File: config.mk
export PLATFORM = sky130hd
export DESIGN_NAME = xinput_cond
export DESIGN_NICKNAME = d
export VERILOG_FILES = /design/src/rtl/xinput_cond.sv
export SDC_FILE = /design/constraint.sdc
export NUM_CORES = 1
export LEC_CHECK = 0
export ABC_AREA = 1
export BUFFER_PORTS_ARGS = -buffer_cell sky130_fd_sc_hd__buf_2
export CELL_PAD_IN_SITES_DETAIL_PLACEMENT = 1
export CELL_PAD_IN_SITES_GLOBAL_PLACEMENT = 1
export CORE_MARGIN = 3
export CORE_UTILIZATION = 40
export DETAILED_ROUTE_END_ITERATION = 8
export HOLD_SLACK_MARGIN = 0.03
export PLACE_DENSITY = 0.77
export SYNTH_ARGS = -nofsm -noshare
export SYNTH_HDL_FRONTEND = slang
export SYNTH_SLANG_ARGS = --single-unit
File: constraint.sdc
create_clock -name clk -period 3.12 [get_ports clk]
set_input_delay 0.312 -clock clk [delete_from_list [all_inputs] [get_ports clk]]
set_output_delay 0.312 -clock clk [all_outputs]
set_load 0.005 [all_outputs]
File: src/rtl/xinput_cond.sv
// rtl/xinput_cond.sv - front-panel button/switch conditioner with polled register port
//
// Purpose: synchronises the two push-buttons and eight slide switches,
// debounces the buttons (and optionally the switches), produces one-cycle
// press pulses, and keeps sticky press / switch-change flags that firmware
// reads and clears through a small register window.
//
// Optional feature macro: XINPUT_COND_SW_DEBOUNCE_EN
//   defined     - switches go through the same debounce counter as buttons
//   not defined - switches are only synchronised (2-cycle latency)
//
// Ports:
//   clk        in   1   system clock
//   rst        in   1   asynchronous active-high reset
//   btn_raw    in   2   raw buttons (bit0 = Btn2, bit1 = Btn3), high when pressed
//   sw_raw     in   8   raw slide switches
//   sel        in   1   register select
//   we         in   1   write enable, qualified by sel
//   addr       in   2   register address
//   data_in    in  32   write data
//   data_out   out 32   read data (0 unless sel & ~we)
//   btn_level  out  2   debounced button levels
//   btn_pulse  out  2   one-cycle pulse on debounced press
//   sw_level   out  8   conditioned switch levels
//
// Register map:
//   0: {23'b0, swc, 6'b0, ev[1:0]}  write 1 to bits[1:0] / bit 8 to clear
//   1: {24'b0, sw_level}            read-only
//   2: {30'b0, btn_level}           read-only
//   3: reads 0

module xinput_cond #(
  parameter int DB_CYCLES = 1000000,
  parameter int CNT_W     = 20
) (
  input  logic        clk,
  input  logic        rst,
  input  logic [1:0]  btn_raw,
  input  logic [7:0]  sw_raw,
  input  logic        sel,
  input  logic        we,
  input  logic [1:0]  addr,
  input  logic [31:0] data_in,
  output logic [31:0] data_out,
  output logic [1:0]  btn_level,
  output logic [1:0]  btn_pulse,
  output logic [7:0]  sw_level
);

  localparam logic [CNT_W-1:0] CNT_LAST = CNT_W'(DB_CYCLES - 1);

  // Two-flop synchronisers for every pin.
  logic [1:0] btn_s1_q, btn_s2_q;
  logic [7:0] sw_s1_q, sw_s2_q;

  always_ff @(posedge clk or posedge rst) begin
    if (rst) begin
      btn_s1_q <= '0;
      btn_s2_q <= '0;
      sw_s1_q  <= '0;
      sw_s2_q  <= '0;
    end else begin
      btn_s1_q <= btn_raw;
      btn_s2_q <= btn_s1_q;
      sw_s1_q  <= sw_raw;
      sw_s2_q  <= sw_s1_q;
    end
  end

  // Buttons occupy the low debounce lanes; switches join them only when
  // switch debouncing is built in.
`ifdef XINPUT_COND_SW_DEBOUNCE_EN
  localparam int N_DB = 10;
`else
  localparam int N_DB = 2;
`endif

  logic [N_DB-1:0] db_in;
  logic [N_DB-1:0] db_lvl;

`ifdef XINPUT_COND_SW_DEBOUNCE_EN
  assign db_in = {sw_s2_q, btn_s2_q};
`else
  assign db_in = btn_s2_q;
`endif

  // Per-lane debounce: the count runs only while the synchronised input
  // disagrees with the current level, and any agreement restarts it.
  for (genvar i = 0; i < N_DB; i++) begin : g_db
    logic [CNT_W-1:0] cnt_q, cnt_d;
    logic             db_q, db_d;

    always_comb begin
      cnt_d = cnt_q;
      db_d  = db_q;
      if (db_in[i] == db_q) begin
        cnt_d = '0;
      end else if (cnt_q == CNT_LAST) begin
        db_d  = db_in[i];
        cnt_d = '0;
      end else begin
        cnt_d = cnt_q + CNT_W'(1);
      end
    end

    always_ff @(posedge clk or posedge rst) begin
      if (rst) begin
        cnt_q <= '0;
        db_q  <= 1'b0;
      end else begin
        cnt_q <= cnt_d;
        db_q  <= db_d;
      end
    end

    assign db_lvl[i] = db_q;
  end

  assign btn_level = db_lvl[1:0];

`ifdef XINPUT_COND_SW_DEBOUNCE_EN
  assign sw_level = db_lvl[9:2];
`else
  assign sw_level = sw_s2_q;
`endif

  // Delayed copies for edge detection; both reset to 0 so leaving reset
  // never looks like an edge.
  logic [1:0] btn_dly_q;
  logic [7:0] sw_dly_q;
  logic       sw_chg;

  assign btn_pulse = btn_level & ~btn_dly_q;
  assign sw_chg    = |(sw_level ^ sw_dly_q);

  // Sticky flags: a new event in the same cycle as a W1C keeps the flag set.
  logic       wr0;
  logic [1:0] ev_q, ev_d;
  logic       swc_q, swc_d;

  assign wr0 = sel && we && (addr == 2'd0);

  always_comb begin
    ev_d  = ev_q;
    swc_d = swc_q;
    if (wr0) begin
      ev_d  = ev_q & ~data_in[1:0];
      swc_d = swc_q & ~data_in[8];
    end
    ev_d  = ev_d | btn_pulse;
    swc_d = swc_d | sw_chg;
  end

  always_ff @(posedge clk or posedge rst) begin
    if (rst) begin
      btn_dly_q <= '0;
      sw_dly_q  <= '0;
      ev_q      <= '0;
      swc_q     <= 1'b0;
    end else begin
      btn_dly_q <= btn_level;
      sw_dly_q  <= sw_level;
      ev_q      <= ev_d;
      swc_q     <= swc_d;
    end
  end

  // Combinational read port; reads have no side effects.
  always_comb begin
    data_out = '0;
    if (sel && !we) begin
      case (addr)
        2'd0:    data_out = {23'b0, swc_q, 6'b0, ev_q};
        2'd1:    data_out = {24'b0, sw_level};
        2'd2:    data_out = {30'b0, btn_level};
        default: data_out = '0;
      endcase
    end
  end

  // Only the W1C bits of data_in matter.
  logic unused_data_in;
  assign unused_data_in = ^{data_in[31:9], data_in[7:2]};

endmodule

==> reports/results.ini, run 1 <==
[status]
status=finished clean

[yosys]
ys_ff_latch=75
seq_area_frac_synth_pct=49.6
syn_area_um2=3780
ys_async_sr_fraction_pct=100
synth_edf_count=0
synth_ff_type=dfrtp_1
yosysWarnings=0
synth_area_leaders=dfrtp_1 50%, nor2_1 8.1%, nand2_1 6.2%, buf_4 5.0%, xor2_1 4.9%
netlist_instances=419
synth_top_area_share_pct=49.6
yosysTopAreaCell=dfrtp_1
avgSynthCellArea_um2=9.03
synth_cell_types=31

[worst_setup_path]
path_class=in -> out
crit_path_end_kind=primary output
critPathLaunchType=primary input
critical_path_required_ps=2810
crit_fanout=8
critPathArrivalTime_ps=1310

[drt]
first_pass_iters=4
routed_via_density=4.74
first_iter_violations=72
vias=2749
drc=0
totalWireLength_um=7990
drtAntennaViolNets=0
post_drt_wl_per_cell_um=13.8

[global_route]
grtUsageMet2_pct=28.6
antenna_found_initial=0
overflow=0
met3_usage_pct=3.89
use_met1_pct=21.7
grt_use_total_pct=16.8
grt_pass1_wl_um=13900
grt_pass1_vias=2842
grt_start_max_net_pins=76
top_usage_layer=met2

[pwr]
p_leak_nw=2.00
ir_worst_vdd_v=0.000243
p_per_area_nw_per_um2=451

[timing]
setup_ws_ps=1490
slew_viol_final=0
finalSetupViolCount=0
hold_viol_final=0
worstMarginPinSlew_ps=944
period_needed_ps=1630
grt_setup_unrepaired=no
skew_ps=7.28
finalCritPeriodShare_pct=52.1
tns_ps=0
fmax_mhz=615
slew_headroom_pct=37.0

[place]
dp_slack_ps=1470
portBuffers=39
hpwl_um=5980
gp_congestion=0.827

[clock_tree]
cts.clk_slew.worst_paths_ps=90
clock_sinks=75
cts_tree=yes
ctsHtreeMaxLevel=3
cts_setup_buffers=0
clock_path_buffers=2
cts_hold_buf=0
ctsResizeCount=0
clockRootBuffer=clkbuf_8
cts_made_buffers=9
worstSkewPairLatency_ps=350

[floorplanning]
start_util_pct=42.4
dieArea_um2=10700
num_rows=34
ios=92
core-area_um2=8930
die_y_um=103
die_w_um=103

[layout]
antenna_cells=0
area_delta_synth_final_pct=11.6
drive_gt1_share_pct=24.4
finalNetCount=517
nFillCells=1091

[min_path]
hold_path.class=in -> reg

[job]
maxCapViolations=0

area by class of cell:
type,instances,area [µm²],area share (%)
clock buffer,10,138,3.26
clock inverter,6,70.1,1.66
inverter,38,145,3.43
multi-input combinational,303,1660,39.2
sequential,75,1880,44.4
tap,108,135,3.20
timing repair buffer,40,203,4.80
sequential cells by signal, indices dropped and copies added, names as in the netlist, 2 cells and up:
name	flops
g_db.db_q	2
sw_s1_q	8
btn_s1_q	2
btn_s2_q	2
sw_level	8
g_db.cnt_q	40
btn_dly_q	2
ev_q	2
sw_dly_q	8
where the power goes:
| part | switching (W) | internal, W | leakage (nW) |
|---|---|---|---|
| sequential | 0.0000198 | 0.00100 | 0.971 |
| combinational | 0.0000699 | 0.0000349 | 0.924 |
| clock | 0.000384 | 0.000399 | 0.107 |
| total | 0.000474 | 0.00143 | 2.00 |
final timing paths:
path                                       start           endpoint  slack, ps  depth (start not counted)
worst max-delay path                     addr[0]        data_out[1]       1490                          8
worst min-delay path                  btn_raw[0]        btn_s1_q[0]         60                          1
worst max register to register  g_db[1].cnt_q[0]  g_db[1].cnt_q[16]       1610                          8
worst min register to register        sw_s1_q[4]        sw_level[4]        350                          0
max in group asynchronous                    rst   g_db[0].cnt_q[7]       2270                          3
min in group asynchronous                    rst  g_db[0].cnt_q[16]        250                          3
logic make-up (layout without fill, tap and decap cells):
family / count (synthesis) / after routing / synth area share, %
flip-flops: 75 / 75 / 49.6
XOR/XNOR: 30 / 30 / 7.34
adder cells (fa/ha/maj): 2 / 2 / 0.661
other: 1 / 23 / 0.0991
AND/OR/NAND/NOR: 230 / 230 / 30.8
buffers and inverters: 63 / 94 / 8.79
AO/OA/AOI/OAI: 18 / 18 / 2.74
cell usage in the layout, fill, tap and decap left out, drive strengths merged:
master,n
a21oi,6
buf,40
bufinv,1
clkbuf,10
clkinv,3
conb,23
dfrtp,75
ha,2
inv,40
nand2,79
nand3,27
nand3b,2
nand4,5
nor2,108
nor3,5
nor3b,4
o21ai,11
o21bai,1
xnor2,8
xor2,22
metal layers:
layer / share of wire [%] / up-vias
li1: - / 1353
met1: 46 / 1346
met2: 50 / 43
met3: 3.4 / 7
met4: 0.69 / 0
met5: 0 / -
synth_stat cells, types with 2 or more instances:
cell type,count
nand2_4,4
nor2_4,8
nand3_2,5
a21oi_1,5
inv_1,33
nor2_1,82
inv_2,4
nand2_2,12
nor3b_1,2
ha_1,2
xnor2_1,7
o21ai_0,6
nand4_1,5
nand2_1,63
o21ai_1,5
xor2_1,21
buf_4,25
nor3b_2,2
nor2_2,17
nand3_1,22
nor3_1,5
dfrtp_1,75
stage by stage:
step                hold WS [ps]  instances  instance area [µm²]  utilization [%]  total power (W)
detailed placement           336        564                 4020             45.0          0.00115
floorplan                    331        441                 3870                -          0.00112
CTS                         40.7        580                 4230             47.3          0.00194
finish                      63.2        580                 4230             47.3          0.00191
global route                38.9        580                 4230             47.3          0.00200
global placement             332        564                 4020             45.0          0.00114
critical path, cell delays in order:
cell and delay, ps:
buf_2 90, inv_1 60, nor2_1 420, nand2_1 110, nand3_1 100, nand2_1 60
inv_1 50, buf_2 100
Power figures use the tool's default switching activity.
==> run 2, diff against run 1 <==
- clock period: 3.12 -> 1.7 ns (I/O delays scaled with it)
==> run 2 against run 1 <==
  * Hold slack better by 67 ps
  * Routed wire length grew 12%
  * Final cell count is 2.8% higher
  * Cell area is 3.5% higher
  * Register-to-register slack got worse by 1400 ps
  * Clock skew up 5.6 ps
  * Setup slack worse by 1300 ps
  * Count of clock-buffer cells in the layout unchanged
  * Critical path type is now reg -> reg
  * Critical endpoint is now g_db[1].cnt_q[19]
==> reports/results.ini, run 2 (synthesized netlist as in run 1, its figures left out) <==
[clock_tree]
clock_path_buffers=2  ; unchanged
clock_sinks=75  ; unchanged
ctsResizeCount=0  ; unchanged
ctsHtreeMaxLevel=3  ; unchanged
cts_hold_buf=11  ; +11
cts.clk_slew.worst_paths_ps=80  ; about the same
worstSkewPairLatency_ps=360  ; about the same
clockRootBuffer=clkbuf_8
cts_tree=yes
cts_setup_buffers=0  ; unchanged
cts_made_buffers=9  ; unchanged

[timing]
tns_ps=0  ; unchanged
finalCritPeriodShare_pct=88.4
finalSetupViolCount=0  ; unchanged
grt_setup_unrepaired=no
slew_viol_final=0  ; unchanged
worstMarginPinSlew_ps=499  ; -445 ps
fmax_mhz=665
period_needed_ps=1500
slew_headroom_pct=66.6  ; +30 points
skew_ps=12.8  ; +5.56 ps
hold_viol_final=0  ; unchanged

[layout]
stdcell_area_um2=4370  ; +3.5%
drive_gt1_share_pct=24.6  ; +0.23 points
finalNetCount=533  ; +3.1%
finish.utilization_pct=48.9  ; +1.6 points
final_cell_mix=82 x nor2_1, 75 x dfrtp_1, 63 x nand2_1, 39 x buf_2, 32 x inv_1
antenna_cells=0  ; unchanged
area_delta_synth_final_pct=15.5
largest_register_ffs=40  ; unchanged
regMostFlops=g_db.cnt_q
final_common_cell=nor2_1

[global_route]
grt_start_max_net_pins=25  ; -67%
grt_pass1_wl_um=15300  ; +10%
overflow=0  ; unchanged
antenna_found_initial=0  ; unchanged
grt_use_total_pct=18.7  ; +2.0 points
grt_pass1_vias=3151  ; +11%

[drt]
met3_length_um=315  ; +15%
wl_met2_um=4800  ; +19%
post_drt_wl_per_cell_um=15.1  ; +9.3%
totalWireLength_um=8980  ; +12%
routed_via_density=4.84  ; +2.2%
vias=2887  ; +5.0%
drc=0  ; unchanged
routed.top_layer=met4
first_iter_violations=51  ; -29%
drtAntennaViolNets=0  ; unchanged
drt-met1-wl_um=3710  ; +1.9%
first_pass_iters=4  ; unchanged

[min_path]
hold_path.class=in -> reg

[pwr]
p_per_area_nw_per_um2=772  ; +71%
combPwrFrac_pct=6.9  ; +1.4 points
p_int_w=0.00250  ; +74%
clock_power_share_pct=37.6  ; -3.4 points
p_sw_share_pct=26.0  ; +1.1 points
p_leak_nw=2.06  ; +3.0%
switchingPower_w=0.000876  ; +85%
ir_worst_vdd_v=0.000320  ; +32%
seqPwrFrac_pct=55.5  ; +2.0 points

[worst_setup_path]
critPathLaunchType=flip-flop
path_cells=ha_1 > nand2_2 > nor2_8 > nand2_4 > nor2_4 > a21oi_4 > nand2_1 > nor2_1
critPathSlowestCell=dfrtp_1
critical_path_required_ps=1980  ; -830 ps
cp_top_family=simple AND/OR/NAND/NOR gates
crit_fanout=6  ; -2
path_class=reg -> reg
critPathMaxStageDelay_ps=410  ; about the same
crit_path_end_kind=flip-flop
critPathArrivalTime_ps=1780  ; +470 ps
critPathBufInv=0  ; -4

[job]
maxCapViolations=0  ; unchanged

[floorplanning]
num_rows=34  ; unchanged
dieArea_um2=10700  ; unchanged
ios=92  ; unchanged
die_y_um=103  ; unchanged
start_util_pct=42.4  ; unchanged
core-area_um2=8930  ; unchanged
die_w_um=103  ; unchanged

[status]
status=finished clean

[place]
hpwl_um=6750  ; +13%
placed_cell_area_um2=4080  ; +1.7%
portBuffers=39  ; unchanged
gp_congestion=0.812  ; -1.8%

## run 2: changes by cell type in the layout (fill, tap and decap cells not counted), sizes merged
| cell | before | now |
|---|---|---|
| inv | 40 | 38 |
| dlygate4sd3 | 0 | 11 |
| clkinv | 3 | 4 |
| bufinv | 1 | 0 |
| buf | 40 | 45 |
| clkinvlp | 0 | 2 |
## run 2: worst paths after layout
check | start | end | slack [ps] | depth (start not counted)
setup / recovery | g_db[1].cnt_q[0] | g_db[1].cnt_q[19] | 200 | 8
hold / removal | data_in[0] | ev_q[0] | 130 | 4
setup reg to reg | g_db[1].cnt_q[0] | g_db[1].cnt_q[19] | 200 | 8
hold reg to reg | sw_s1_q[7] | sw_level[7] | 350 | 0
max in group asynchronous | rst | g_db[1].cnt_q[18] | 820 | 4
min in group asynchronous | rst | g_db[1].cnt_q[4] | 380 | 3
## run 2: tightest hold or removal path: stages
cell	delay (ps)
buf_2	100
inv_1	40
o21ai_0	70
o21ai_0	70
## run 2: per-layer routing
layer	global-route usage [%]	vias to the layer above
li1	-	1379
met1	21.6	1441
met2	34.4	51
met3	4.29	16
met4	5.58	0
met5	0	-
## run 2: cell type report
cell class	count	area (µm²)
inverter	38	149
multi-input combinational	303	1660
clock buffer	10	138
sequential	75	1880
clock inverter	6	40.0
fill	1067	4560
tap	108	135
timing repair buffer	56	375
## run 2: power by group through the flow
stage                     Clock [W]  Combinational, W  Sequential [W]
after floorplan                   0          0.000162         0.00190
after global placement            0          0.000206         0.00190
after detailed placement          0          0.000218         0.00191
after CTS                   0.00129          0.000240         0.00187
after global routing        0.00140          0.000268         0.00188
final                       0.00127          0.000233         0.00187
## run 2: per-stage QoR
stage	setup slack (ps)	instances	hold WS [ps]	total power (W)
after floorplan	380	441	201	0.00206
final	197	596	130	0.00338
after detailed placement	199	569	233	0.00213
after global placement	242	569	222	0.00211
after global routing	86.1	596	172	0.00355
after CTS	162	596	130	0.00341
